### src/rtl/oclib_fifo.sv
// First-word-fall-through FIFO with a Depth x Width register array, count-based full/empty and an almostFull threshold.
// Optional simulation checks are enabled with OCLIB_FIFO_CHECK_EN.
module oclib_fifo #(
    parameter int Width      = 32,
    parameter int Depth      = 8,
    parameter int AlmostFull = Depth - 1
) (
    input  logic             clock,
    input  logic             reset,
    input  logic [Width-1:0] inData,
    input  logic             inValid,
    output logic             inReady,
    output logic [Width-1:0] outData,
    output logic             outValid,
    input  logic             outReady,
    output logic             almostFull
);

    localparam int PtrW = (Depth > 1) ? $clog2(Depth) : 1;
    localparam int CntW = $clog2(Depth + 1);
    localparam logic [PtrW-1:0] PtrLast = PtrW'(Depth - 1);
    localparam logic [CntW-1:0] CntFull = CntW'(Depth);

    logic [Width-1:0] mem_q [Depth];
    logic [PtrW-1:0]  wr_ptr_q, wr_ptr_d;
    logic [PtrW-1:0]  rd_ptr_q, rd_ptr_d;
    logic [CntW-1:0]  count_q, count_d;
    logic             push, pop;

    // Handshake outputs come only from registered count, so inReady never sees outReady.
    assign inReady  = !reset && (count_q < CntFull);
    assign outValid = !reset && (count_q != '0);
    assign outData  = mem_q[rd_ptr_q];

    assign push = inValid && inReady;
    assign pop  = outValid && outReady;

    always_comb begin
        wr_ptr_d = wr_ptr_q;
        rd_ptr_d = rd_ptr_q;
        count_d  = count_q;
        if (push) begin
            wr_ptr_d = (wr_ptr_q == PtrLast) ? '0 : wr_ptr_q + 1'b1;
        end
        if (pop) begin
            rd_ptr_d = (rd_ptr_q == PtrLast) ? '0 : rd_ptr_q + 1'b1;
        end
        case ({push, pop})
            2'b10:   count_d = count_q + 1'b1;
            2'b01:   count_d = count_q - 1'b1;
            default: count_d = count_q;
        endcase
    end

    always_ff @(posedge clock) begin
        if (reset) begin
            wr_ptr_q <= '0;
            rd_ptr_q <= '0;
            count_q  <= '0;
        end else begin
            wr_ptr_q <= wr_ptr_d;
            rd_ptr_q <= rd_ptr_d;
            count_q  <= count_d;
        end
    end

    // Storage is deliberately not reset; only the pointers and count define validity.
    always_ff @(posedge clock) begin
        if (push) begin
            mem_q[wr_ptr_q] <= inData;
        end
    end

    generate
        if (AlmostFull <= 0) begin : g_af_one
            assign almostFull = 1'b1;
        end else if (AlmostFull > Depth) begin : g_af_zero
            assign almostFull = 1'b0;
        end else begin : g_af_cmp
            assign almostFull = !reset && (count_q >= CntW'(AlmostFull));
        end
    endgenerate

`ifdef OCLIB_FIFO_CHECK_EN
    logic [Width-1:0] hold_data_q;
    logic             hold_q;

    initial begin
        if (Depth < 2) $error("oclib_fifo: Depth %0d below 2", Depth);
        if (Width < 1) $error("oclib_fifo: Width %0d below 1", Width);
    end

    always_ff @(posedge clock) begin
        if (reset) begin
            hold_q <= 1'b0;
        end else begin
            hold_q      <= outValid && !outReady;
            hold_data_q <= outData;
            if (count_q > CntFull) $error("oclib_fifo: occupancy %0d exceeds Depth", count_q);
            if (hold_q && outValid && (outData != hold_data_q)) $error("oclib_fifo: outData changed while stalled");
        end
    end
`endif

endmodule

### config.mk
export PLATFORM = sky130hd
export DESIGN_NAME = oclib_fifo
export DESIGN_NICKNAME = d
export VERILOG_FILES = /design/src/rtl/oclib_fifo.sv
export SDC_FILE = /design/constraint.sdc
export NUM_CORES = 1
export LEC_CHECK = 0
export ABC_AREA = 1
export BUFFER_PORTS_ARGS = -buffer_cell sky130_fd_sc_hd__buf_4
export CAP_MARGIN = 20
export CORE_UTILIZATION = 60
export DETAILED_ROUTE_END_ITERATION = 16
export HOLD_SLACK_MARGIN = 0.06
export PLACE_DENSITY = 0.87
export SLEW_MARGIN = 5
export SYNTH_ARGS = -nofsm -noshare
export SYNTH_HDL_FRONTEND = slang
export SYNTH_SLANG_ARGS = --single-unit
export TNS_END_PERCENT = 20
### constraint.sdc
create_clock -name clock -period 3.05 [get_ports clock]
set_input_delay 0.4575 -clock clock [delete_from_list [all_inputs] [get_ports clock]]
set_output_delay 0.4575 -clock clock [all_outputs]
set_load 0.05 [all_outputs]
After elaboration in Yosys (flattened, before gate mapping)
Memory sizes are Yosys's and may differ from the RTL's. A register that Yosys moved wholly into a read port is not among the register bits.
Index checks and enable logic that the tools add are counted.

word-level totals
  register bits after elaboration = 10
  latch bits = 0
  RAM bits = 256
  bits in read-only memories = 0
  input port bits = 36
  output and inout bits = 35
  word-level logic and storage cells = 29
  memories = 1

cells by class
  add/subtract/negate cells = 4
  multipliers = 0
  div/mod/pow operators = 0
  order comparisons = 2
  equality and inequality tests = 4
  shift operators = 0
  mux-type cells = 7
  bitwise logic cells = 0
  reductions and logical operators = 8

memories
  name   depth  width  read ports  clocked after Yosys merged registers in  wr ports  RTL line  source
  mem_q  8      32     1           1                                        1         24        logic [Width-1:0] mem_q [Depth];

operators with widths
  operator                                                                number
  3-bit two-way mux                                                       4
  4-bit one-hot mux with 2 select lines                                   1
  3-bit by 1-bit adder with 3-bit output (second input constant)          2
  3-bit equality test (second input constant)                             2
  1-bit logical AND                                                       5
  4-bit by 1-bit adder with 4-bit output (second input constant)          1
  4-bit by 3-bit >= comparator with 1-bit output (second input constant)  1
  4-bit less-than comparator (second input constant)                      1
  4-bit nonzero test                                                      1
  4-bit by 1-bit subtractor with 4-bit output (second input constant)     1
  2-bit by 1-bit equality test with 1-bit output (second input constant)  1
  2-bit equality test (second input constant)                             1
  1-bit two-way mux                                                       2
  2-bit nonzero test                                                      1
  1-bit zero test                                                         1

Depth between registers and ports, before layout
Gate-level depths: netlist (run 1).

  depth after elaboration = 5
  depth in mapped cells = 14
  mapped depth without buffers = 14

Worst setup path before layout (run 1)
OpenSTA, ideal clock, no wires.

  path type = input-to-reg
  from = input reset
  to = memory mem_q[1][0] (enable)
  setup time = 0.421 ns
  data arrival time = 3.070 ns
  required time = 2.629 ns
  path slack = -0.441 ns
  cell stages on the path = 5
  buffers on the path = 0
  cells stage by stage = nor2_1 -> nand2_1 -> inv_1 -> nand2_1 -> nor2_1

on the way
  cells in the longest elaborated chain, start to end = 5

ends and longest elaborated chain
  item                                     RTL line  source
  start: declaration                       9         input logic reset,
  1-bit zero test                          31        assign inReady = !reset && (count_q < CntFull);
  1-bit logical AND                        31
  1-bit logical AND                        35        assign push = inValid && inReady;
  1-bit two-way mux                        69        if (push) begin
  1-bit two-way mux (not written as such)  70        mem_q[wr_ptr_q] <= inData;
  end: declaration                         24

No other way between the ends.

==> reports/metrics.csv, run 1 <==
stage,metric,value,unit
worst_setup_path,r2r_end,count_q[2],
worst_setup_path,rr_startpoint,count_q[2],
route,ant_nets,0,
hold_path,hp-start,inData[24],
die,start_util,0.615,
timing,fin_crit_sh,0.948,
timing,setup_violations,0,
logic_synthesis,synth_nets,858,
final_layout,multiInputGateArea,2410,um^2
route,drtIter0Drc,678,
logic_synthesis,synthTopCellsByArea,"edfxtp_1, o21ai_0, nor2_1",
global_route,grt_start_max_net_pins,100,
clocking,cts-root-buf,clkbuf_16,
worst_setup_path,reg2reg_slack,960,ps
logic_synthesis,netlist_top_cells_count,"edfxtp_1, nor2_1, nand2_1",
worst_setup_path,crit_path_start_kind,flop,
logic_synthesis,ys_ff_latch,269,
logic_synthesis,ys_async_sr_fraction,0,
timing,rsz0062_at_grt,false,
global_route,grt_usage,0.248,
logic_synthesis,seq_area_frac_synth,0.747,
global_route,grt_pass1_wl,34.0,mm
clocking,cts_resized,0,
hold_path,whs_path_depth,1,
route,routed_via_density,5.89,
route,wl_met1,8.44,mm
die,die_h,135,um
worst_setup_path,worstRegToRegCells,13,
logic_synthesis,yosysMostFrequentCell,edfxtp_1,
logic_synthesis,syn_area,10600,um^2
logic_synthesis,syn_inst,815,
final_layout,fin_nets,932,
route,routed-via-count,6679,
worst_setup_path,path_max_fanout,41,
pwr,max-vdd-ir-drop,736,uV
die,die_w,135,um
clocking,htreeDepth,1,
logic_synthesis,synth_top_area_cell,edfxtp_1,
timing,slew_headroom,0.607,
flow_run,cap_violations,0,
final_layout,antenna_cells,0,
pwr,powerDensity,770,nW/um^2
place,dp_cells,1085,
worst_setup_path,end_kind,primary output,
die,die_area,18300,um^2
status,status,"complete, no violations",
timing,clock.fmax,0.346,GHz
route,wl,22.3,mm
logic_synthesis,syn_avg_cell_area,13.1,um^2
route,drt-pass1-iter-count,6,
timing,final_max_slew_viol_count,0,
clocking,clkTransAtPathRegs,60,ps
worst_setup_path,worst-setup-path-type,flop to primary output,
route,wl_met2,11.3,mm
clocking,insertion_delay,520,ps
final_layout,drive_gt1_frac,0.153,
die,rows,48,
timing,timing.final.hold_violations,0,
route,drc,0,
global_route,antenna_found_initial,0,
timing,hold_ws,168,ps
final_layout,nFillCells,1047,
logic_synthesis,ys.flop_type,edfxtp_1,
clocking,cts_buffer_depth,3,
clocking,numCtsBuffers,26,
worst_setup_path,worstPathRequired,2590,ps
die,coreArea,17300,um^2
final_layout,area_delta_synth_final,16.6,%
global_route,grt_pass1_vias,6568,
clocking,cts_tree,built,
final_layout,final-seq-area,7960,um^2
logic_synthesis,yosysWarnings,0,
logic_synthesis,synth-edff-count,256,
logic_synthesis,synth.top_cell.area_share,0.722,
timing,worst_clock_skew,12.1,ps
route,wire_per_inst,19.6,um
hold_path,hold_path_end,mem_q[7][24],
global_route,grt-ovfl-total,0,
timing,worst_slew_pin_slew,590,ps
timing,final.min_clock_period,2890,ps
clocking,postCtsSetupBuffers,0,
die,top_level_ports,71,
place,dp_hpwl,11.9,mm
place,place.gp.congestion,0.827,
route,met3_wirelength,1.80,mm
route,top_layer_used,met4,
clocking,cts_hold_buf,0,
hold_path,hold_path_class,primary input to flop,
logic_synthesis,synth_cell_types,24,
worst_setup_path,cp.arrival,2430,ps
pwr,leakage,4.38,nW
final_layout,fin_cells,1133,
pwr,p_total,0.00956,W
clocking,clock-sinks,269,
place,port_buffers,70,
## per-layer routing
layer	track usage	up-vias
met4	0.102	0
met1	0.325	3202
li1	-	3088
met5	0	-
met3	0.0415	56
met2	0.414	333
## report_power, final
group / switching [W] / total (W) / internal, W / leakage [nW]
Clock: 0.00129 / 0.00332 / 0.00203 / 0.427
Combinational: 0.00136 / 0.00198 / 0.000612 / 1.53
Sequential: 0.000115 / 0.00426 / 0.00415 / 2.42
## layout make-up
cell class	count	area share
Inverter	20	0.00605
Tap cell	225	0.0227
Multi-Input combinational cell	481	0.194
Clock inverter	18	0.0177
Clock buffer	29	0.0550
Sequential cell	269	0.641
Timing Repair Buffer	91	0.0631
## cells by family after synthesis
kind of cell	synth area share
compound gates	0.0868
fa+ha+maj	0.00823
flops	0.747
buf+inv	0.0322
simple gates	0.0944
xor+xnor	0.00165
mux	0.0301
## through the flow
stage / util / setup TNS (ps) / worst slack (ps) / cell area, um^2
final: 0.718 / 0 / 158 / 12400
after global routing: 0.718 / 0 / 0.869 / 12400
after CTS: 0.716 / 0 / 112 / 12400
after detailed placement: 0.663 / 0 / 710 / 11500
after global placement: 0.663 / 0 / 795 / 11500
after floorplan: - / -110740 / -441 / 10600
## cell usage in the layout, fill, tap and decap left out
master      count
nor2_4          8
mux2i_1        32
o22ai_1        32
clkinv_1        9
a21oi_1         8
dfxtp_1        11
o21ai_0       112
clkbuf_16      28
bufinv_16       5
buf_16          1
buf_4          84
nor2_1        131
ha_1            7
nand3_1         9
o31ai_1         1
nand4_1         1
clkinvlp_4      3
inv_1          18
clkbuf_1        2
xnor2_1         2
clkinv_4        2
inv_2           1
dfxtp_4         2
edfxtp_1      256
buf_12          5
o21ai_1        23
nand2_1       115
## critical path: stages, from the launching register on
cell     delay, ps
dfxtp_4        630
inv_2          270
buf_12         250
o21ai_0        240
o21ai_1        100
nand2_1         60
nand2_1        120
buf_4          220
## sequential cells by signal (all words and copies together), names as in the netlist, named ones only
signal,count
mem_q,256
wr_ptr_q,3
count_q,4
rd_ptr_q,3
## worst max path at each step
stage | start | to | slack [ps]
after floorplan | reset | mem_q[1][0] | -440
after global placement | flop | outData[31] | 800
after detailed placement | flop | outData[16] | 710
after CTS | flop | outData[31] | 110
after global routing | flop | outData[16] | 0.9
final | flop | outData[16] | 160
Note: power is estimated with default switching activity, not from simulation.
==> run 2, diff against run 1 <==
- CTS_BUF_LIST: not set -> sky130_fd_sc_hd__clkbuf_4
==> run 2 against run 1 <==
Compared with the run above:
- utilization rose by 1.5 points
- clock skew increased by 47 ps
- final area grew 2.1%
- clock power down 12%
- hold slack better by 36 ps
- via count grew 5.7%
- total power is 3.7% lower
- die area did not move
==> reports/metrics.csv, run 2 (synthesized netlist as in run 1, its figures left out) <==
stage,metric,value,unit,change
route,routed_via_density,5.75,,was 5.89
place,port_buffers,70,,unchanged
final_layout,reg_top3,"mem_q x256, count_q x4",,unchanged
die,rows,48,,unchanged
timing,fin_crit_sh,0.964,,was 0.948
worst_setup_path,path_max_fanout,53,,was 41
timing,final_max_slew_viol_count,0,,unchanged
place,dp_hpwl,11.9,mm,unchanged
global_route,grt-ovfl-total,0,,unchanged
place,place.gp.congestion,0.827,,unchanged
global_route,grt-busiest-layer,met2,,unchanged
route,drt-pass1-iter-count,7,,was 6
worst_setup_path,end_kind,primary output,,unchanged
die,die_area,18300,um^2,unchanged
timing,timing.final.hold_violations,0,,unchanged
timing,clock.fmax,0.340,GHz,was 0.346 GHz
final_layout,final_cell_mix,"edfxtp_1, nor2_1, nand2_1",,unchanged
final_layout,fin_cells,1229,,was 1133
status,status,"complete, no violations",,unchanged
route,drtIter0Drc,626,,was 678
worst_setup_path,worstPathRequired,2590,ps,about the same
timing,worst_slew_pin_slew,593,ps,was 590 ps
timing,tns,0,ps,unchanged
timing,final.min_clock_period,2940,ps,was 2890 ps
final_layout,fin_nets,1006,,was 932
worst_setup_path,worst-setup-path-type,flop to primary output,,unchanged
pwr,leakage,4.58,nW,was 4.38 nW
final_layout,mostFrequentLayoutCell,edfxtp_1,,unchanged
timing,rsz0062_at_grt,false,,unchanged
timing,fin_ws,111,ps,was 158 ps
global_route,grt_use_met1,0.321,,was 0.325
route,ant_nets,0,,unchanged
die,die_h,135,um,unchanged
route,drc,0,,unchanged
die,top_level_ports,71,,unchanged
timing,hold_ws,204,ps,was 168 ps
pwr,powerDensity,727,nW/um^2,was 770 nW/um^2
final_layout,largest_reg_flops,256,,unchanged
global_route,grt_usage,0.260,,was 0.248
clocking,cts_buffer_depth,3,,unchanged
clocking,cts_tree,built,,unchanged
pwr,max-vdd-ir-drop,593,uV,was 736 uV
clocking,numCtsBuffers,66,,was 26
clocking,clkTransAtPathRegs,80,ps,was 60 ps
worst_setup_path,crit_path_start_kind,flop,,unchanged
timing,setup_violations,0,,unchanged
die,start_util,0.615,,unchanged
global_route,grt_pass1_wl,35.2,mm,was 34.0 mm
final_layout,nFillCells,1051,,was 1047
place,place_ws,710,ps,unchanged
flow_run,cap_violations,0,,unchanged
route,wire_per_inst,18.8,um,was 19.6 um
clocking,clock-sinks,269,,unchanged
final_layout,drive_gt1_frac,0.201,,was 0.153
global_route,antenna_found_initial,1,,was 0
timing,worst_clock_skew,59.3,ps,was 12.1 ps
global_route,grt_pass1_vias,7149,,was 6568
timing,slew_headroom,0.604,,was 0.607
die,die_w,135,um,unchanged
clocking,cts-root-buf,clkbuf_4,,was clkbuf_16
global_route,grtUsageMet3,0.0527,,was 0.0415
global_route,use_met2,0.435,,was 0.414
worst_setup_path,cp.arrival,2480,ps,was 2430 ps
clocking,insertion_delay,680,ps,was 520 ps
place,dp_cells,1085,,unchanged
route,wl,23.1,mm,was 22.3 mm
final_layout,area_delta_synth_final,19.0,%,was 16.6%
clocking,htreeDepth,3,,was 1
final_layout,largest-register,mem_q,,unchanged
hold_path,hold_path_class,primary input to flop,,unchanged
global_route,grt_start_max_net_pins,100,,unchanged
die,coreArea,17300,um^2,unchanged
route,routed-via-count,7062,,was 6679
-- run 2: cell types whose count changed in the layout (fill, tap and decap cells not counted), sizes merged --
| cell | change |
|---|---|
| clkinvlp | -3 |
| bufinv | -3 |
| clkinv | +2 |
| clkbuf | +64 |
| diode | +2 |
| buf | +1 |
| dlygate4sd3 | +33 |
-- run 2: stage by stage --
step,utilization,area [um^2],total power [W]
4_1_cts,0.730,12600,0.00916
3_3_place_gp,0.663,11500,0.00618
3_5_place_dp,0.663,11500,0.00624
2_1_floorplan,-,10600,0.00571
5_1_grt,0.732,12700,0.00961
6_report,0.732,12700,0.00921
-- run 2: layout make-up --
class	count	area, um^2	area share
Multi-Input combinational cell	481	2410	0.191
Timing Repair Buffer	125	1130	0.0891
Clock buffer	93	698	0.0551
Tap cell	225	282	0.0222
Sequential cell	269	7960	0.628
Inverter	20	77.6	0.00612
Antenna cell	2	5.00	0.000395
Clock inverter	14	109	0.00859
-- run 2: power breakdown --
group | total [W] | switching [W] | internal (W)
Clock | 0.00291 | 0.00135 | 0.00156
Combinational | 0.00205 | 0.00140 | 0.000650
Sequential | 0.00425 | 0.000100 | 0.00415
-- run 2: repair_timing --
| action | CTS | global route |
|---|---|---|
| buffers inserted | 0 | 1 |
| hold endpoints to repair | 257 | 0 |
| cloned | 0 | 1 |
| endpoints found under the setup margin | 1 | 18 |
| hold buffers | 33 | 0 |
| gates resized for setup | 1 | 2 |
-- run 2: worst paths after layout --
check / start / endpoint / slack, ps / depth (start not counted)
setup / recovery: flop / outData[26] / 110 / 7
hold / removal: outReady / flop / 200 / 3
setup reg to reg: count_q[3] / count_q[2] / 930 / 13
hold reg to reg: rd_ptr_q[1] / flop / 490 / 2
-- run 2: critical path, stage by stage, from the launching register on --
cell	delay [ps]
dfxtp_4	720
buf_4	350
nor2_1	90
o21ai_0	130
o21ai_0	140
nand2_1	80
nand2_1	80
buf_4	200
-- run 2: per-layer routing --
layer | vias up | share of wire
met1 | 3361 | 0.38
met3 | 50 | 0.089
met4 | 0 | 0.021
met2 | 378 | 0.51
met5 | - | 0
li1 | 3273 | -
==> run 3, diff against run 2 <==
--- a/config.mk
+++ b/config.mk
@@ -9,9 +9,9 @@
 export BUFFER_PORTS_ARGS = -buffer_cell sky130_fd_sc_hd__buf_4
 export CAP_MARGIN = 20
-export CORE_UTILIZATION = 60
+export CORE_UTILIZATION = 40
 export CTS_BUF_LIST = sky130_fd_sc_hd__clkbuf_4
 export DETAILED_ROUTE_END_ITERATION = 16
 export HOLD_SLACK_MARGIN = 0.06
-export PLACE_DENSITY = 0.87
+export PLACE_DENSITY = 0.65
 export SLEW_MARGIN = 5
 export SYNTH_ARGS = -nofsm -noshare
==> constraint.sdc (replaced) <==
create_clock -name clock -period 3.05 [get_ports clock]
set_input_delay 0.4575 -clock clock [delete_from_list [all_inputs] [get_ports clock]]
set_output_delay 0.4575 -clock clock [all_outputs]
set_load 0.01 [all_outputs]
==> run 3 against run 2 <==
Compared with the run above:
- total power fell by 5.6%
- setup slack gained 160 ps
- global-route usage down 9.5 points
- maximum frequency increased by 5.7%
==> reports/metrics.csv, run 3 (synthesized netlist as in run 1, its figures left out) <==
stage,metric,value,unit,change
die,die_w,165,um,was 135 um
global_route,grt_pass1_vias,6796,,was 7149
clocking,clock-sinks,269,,unchanged
pwr,max-vdd-ir-drop,324,uV,was 593 uV
clocking,cts_tree,built,,unchanged
place,port_buffers,70,,unchanged
pwr,powerDensity,680,nW/um^2,was 727 nW/um^2
final_layout,drive_gt1_frac,0.203,,was 0.201
worst_setup_path,crit_path_start_kind,flop,,unchanged
die,rows,59,,was 48
die,die_h,165,um,was 135 um
place,dp_hpwl,11.8,mm,was 11.9 mm
worst_setup_path,cp.arrival,2320,ps,was 2480 ps
worst_setup_path,worstPathRequired,2590,ps,about the same
route,routed-via-count,6725,,was 7062
route,ant_nets,0,,unchanged
timing,fin_crit_sh,0.911,,was 0.964
clocking,cts_resized,0,,was 1
timing,timing.final.hold_violations,0,,unchanged
route,drc,0,,unchanged
flow_run,cap_violations,0,,unchanged
route,drtIter0Drc,442,,was 626
timing,fin_ws,270,ps,was 111 ps
timing,slew_headroom,0.518,,was 0.604
final_layout,reg_top3,"mem_q x256, count_q x4",,unchanged
timing,clock.fmax,0.360,GHz,was 0.340 GHz
worst_setup_path,cp_slowest_cell,dfxtp_4,,unchanged
pwr,leakage,4.58,nW,about the same
global_route,grt_pass1_wl,34.2,mm,was 35.2 mm
worst_setup_path,worstRegToRegCells,13,,unchanged
final_layout,largest-register,mem_q,,unchanged
final_layout,fin_cells,1341,,was 1229
place,place_ws,732,ps,was 710 ps
die,die_area,27300,um^2,was 18300 um^2
clocking,cts_buffer_depth,3,,unchanged
hold_path,hold_path_class,primary input to flop,,unchanged
die,top_level_ports,71,,unchanged
timing,final_max_slew_viol_count,0,,unchanged
worst_setup_path,path_cells,"buf_4, o21ai_0, o21ai_0, nand2_1, nand2_1, buf_4",,"was buf_4, nor2_1, o21ai_0, o21ai_0, nand2_1, nand2_1, buf_4"
hold_path,hp-start,reset,,was outReady
route,routed_via_density,5.01,,was 5.75
global_route,grt-ovfl-total,0,,unchanged
worst_setup_path,crit_buf_inv,2,,unchanged
timing,worst_slew_pin_slew,722,ps,was 593 ps
worst_setup_path,rr_startpoint,count_q[0],,was count_q[3]
place,dp_cells,1193,,was 1085
clocking,numCtsBuffers,72,,was 66
clocking,htreeDepth,3,,unchanged
final_layout,largest_reg_flops,256,,unchanged
final_layout,area_delta_synth_final,20.1,%,was 19.0%
final_layout,final_util,0.491,,was 0.732
final_layout,nFillCells,2313,,was 1051
global_route,antenna_found_initial,2,,was 1
global_route,grt_usage,0.164,,was 0.260
place,place.gp.congestion,0.727,,was 0.827
timing,final.min_clock_period,2780,ps,was 2940 ps
worst_setup_path,r2r_end,count_q[2],,unchanged
worst_setup_path,reg2reg_slack,970,ps,was 930 ps
worst_setup_path,worst-setup-path-type,flop to primary output,,unchanged
timing,worst_clock_skew,24.8,ps,was 59.3 ps
route,wire_per_inst,16.1,um,was 18.8 um
clocking,insertion_delay,660,ps,was 680 ps
route,drt-pass1-iter-count,5,,was 7
final_layout,mostFrequentLayoutCell,edfxtp_1,,unchanged
route,wl,21.5,mm,was 23.1 mm
worst_setup_path,crit_path_max_incr_delay,690,ps,was 720 ps
worst_setup_path,path_max_fanout,48,,was 53
timing,rsz0062_at_grt,false,,unchanged
status,status,"complete, no violations",,unchanged
worst_setup_path,path_depth,6,,was 7
timing,tns,0,ps,unchanged
die,start_util,0.408,,was 0.615
worst_setup_path,end_kind,primary output,,unchanged
clocking,clkTransAtPathRegs,60,ps,was 80 ps
global_route,grt_start_max_net_pins,129,,was 100
die,coreArea,26100,um^2,was 17300 um^2
final_layout,final_cell_mix,"edfxtp_1, nor2_1, nand2_1",,unchanged
worst_setup_path,endpoint,outData[25],,was outData[26]
clocking,cts-root-buf,clkbuf_4,,unchanged
worst_setup_path,crit_family,flip-flops,,unchanged
final_layout,fin_nets,1007,,was 1006
timing,setup_violations,0,,unchanged
==> run 3: power breakdown <==
group	internal (W)	total (W)	switching [W]	leakage, nW
clock network	0.00160	0.00293	0.00133	0.506
registers	0.00415	0.00422	0.0000684	2.42
logic	0.000615	0.00155	0.000934	1.65
total	0.00636	0.00869	0.00233	4.58
==> run 3: stage by stage <==
stage	hold WS [ps]	cell area (um^2)	power, W
after floorplan	463	10600	0.00528
after global placement	485	11600	0.00580
after detailed placement	486	11600	0.00583
after CTS	62.2	12800	0.00881
after global routing	79.5	12800	0.00918
final	107	12800	0.00869
==> run 3: tightest hold or removal path: stages <==
cell and delay (ps):
buf_4 110, a21oi_1 40, nand2_1 60, inv_1 30
==> run 3: layer usage <==
layer	wire length [um]	global-route usage
met1	9660	0.210
met2	10400	0.270
met3	1090	0.0385
met4	354	0.0663
met5	0	0
==> run 3: worst min path at each step <==
stage,cells after the start,slack [ps],to
2_1_floorplan,2,460,flop
3_3_place_gp,2,490,flop
3_5_place_dp,2,490,flop
4_1_cts,4,60,count_q[3]
5_1_grt,4,80,count_q[3]
6_report,4,110,count_q[3]
==> run 3: area by class of cell <==
cell class	count	area (um^2)	share of cell area
clock inverter	12	71.3	0.00558
antenna	2	5.00	0.000391
timing repair buffer	120	1080	0.0845
tap	335	419	0.0328
multi-input combinational	481	2410	0.189
clock buffer	102	766	0.0599
sequential	269	7960	0.622
inverter	20	75.1	0.00587
==> run 3: timing repair <==
action	in CTS	in global routing
endpoints found under the hold margin	256	0
hold buffers	32	0
buffers inserted	0	0
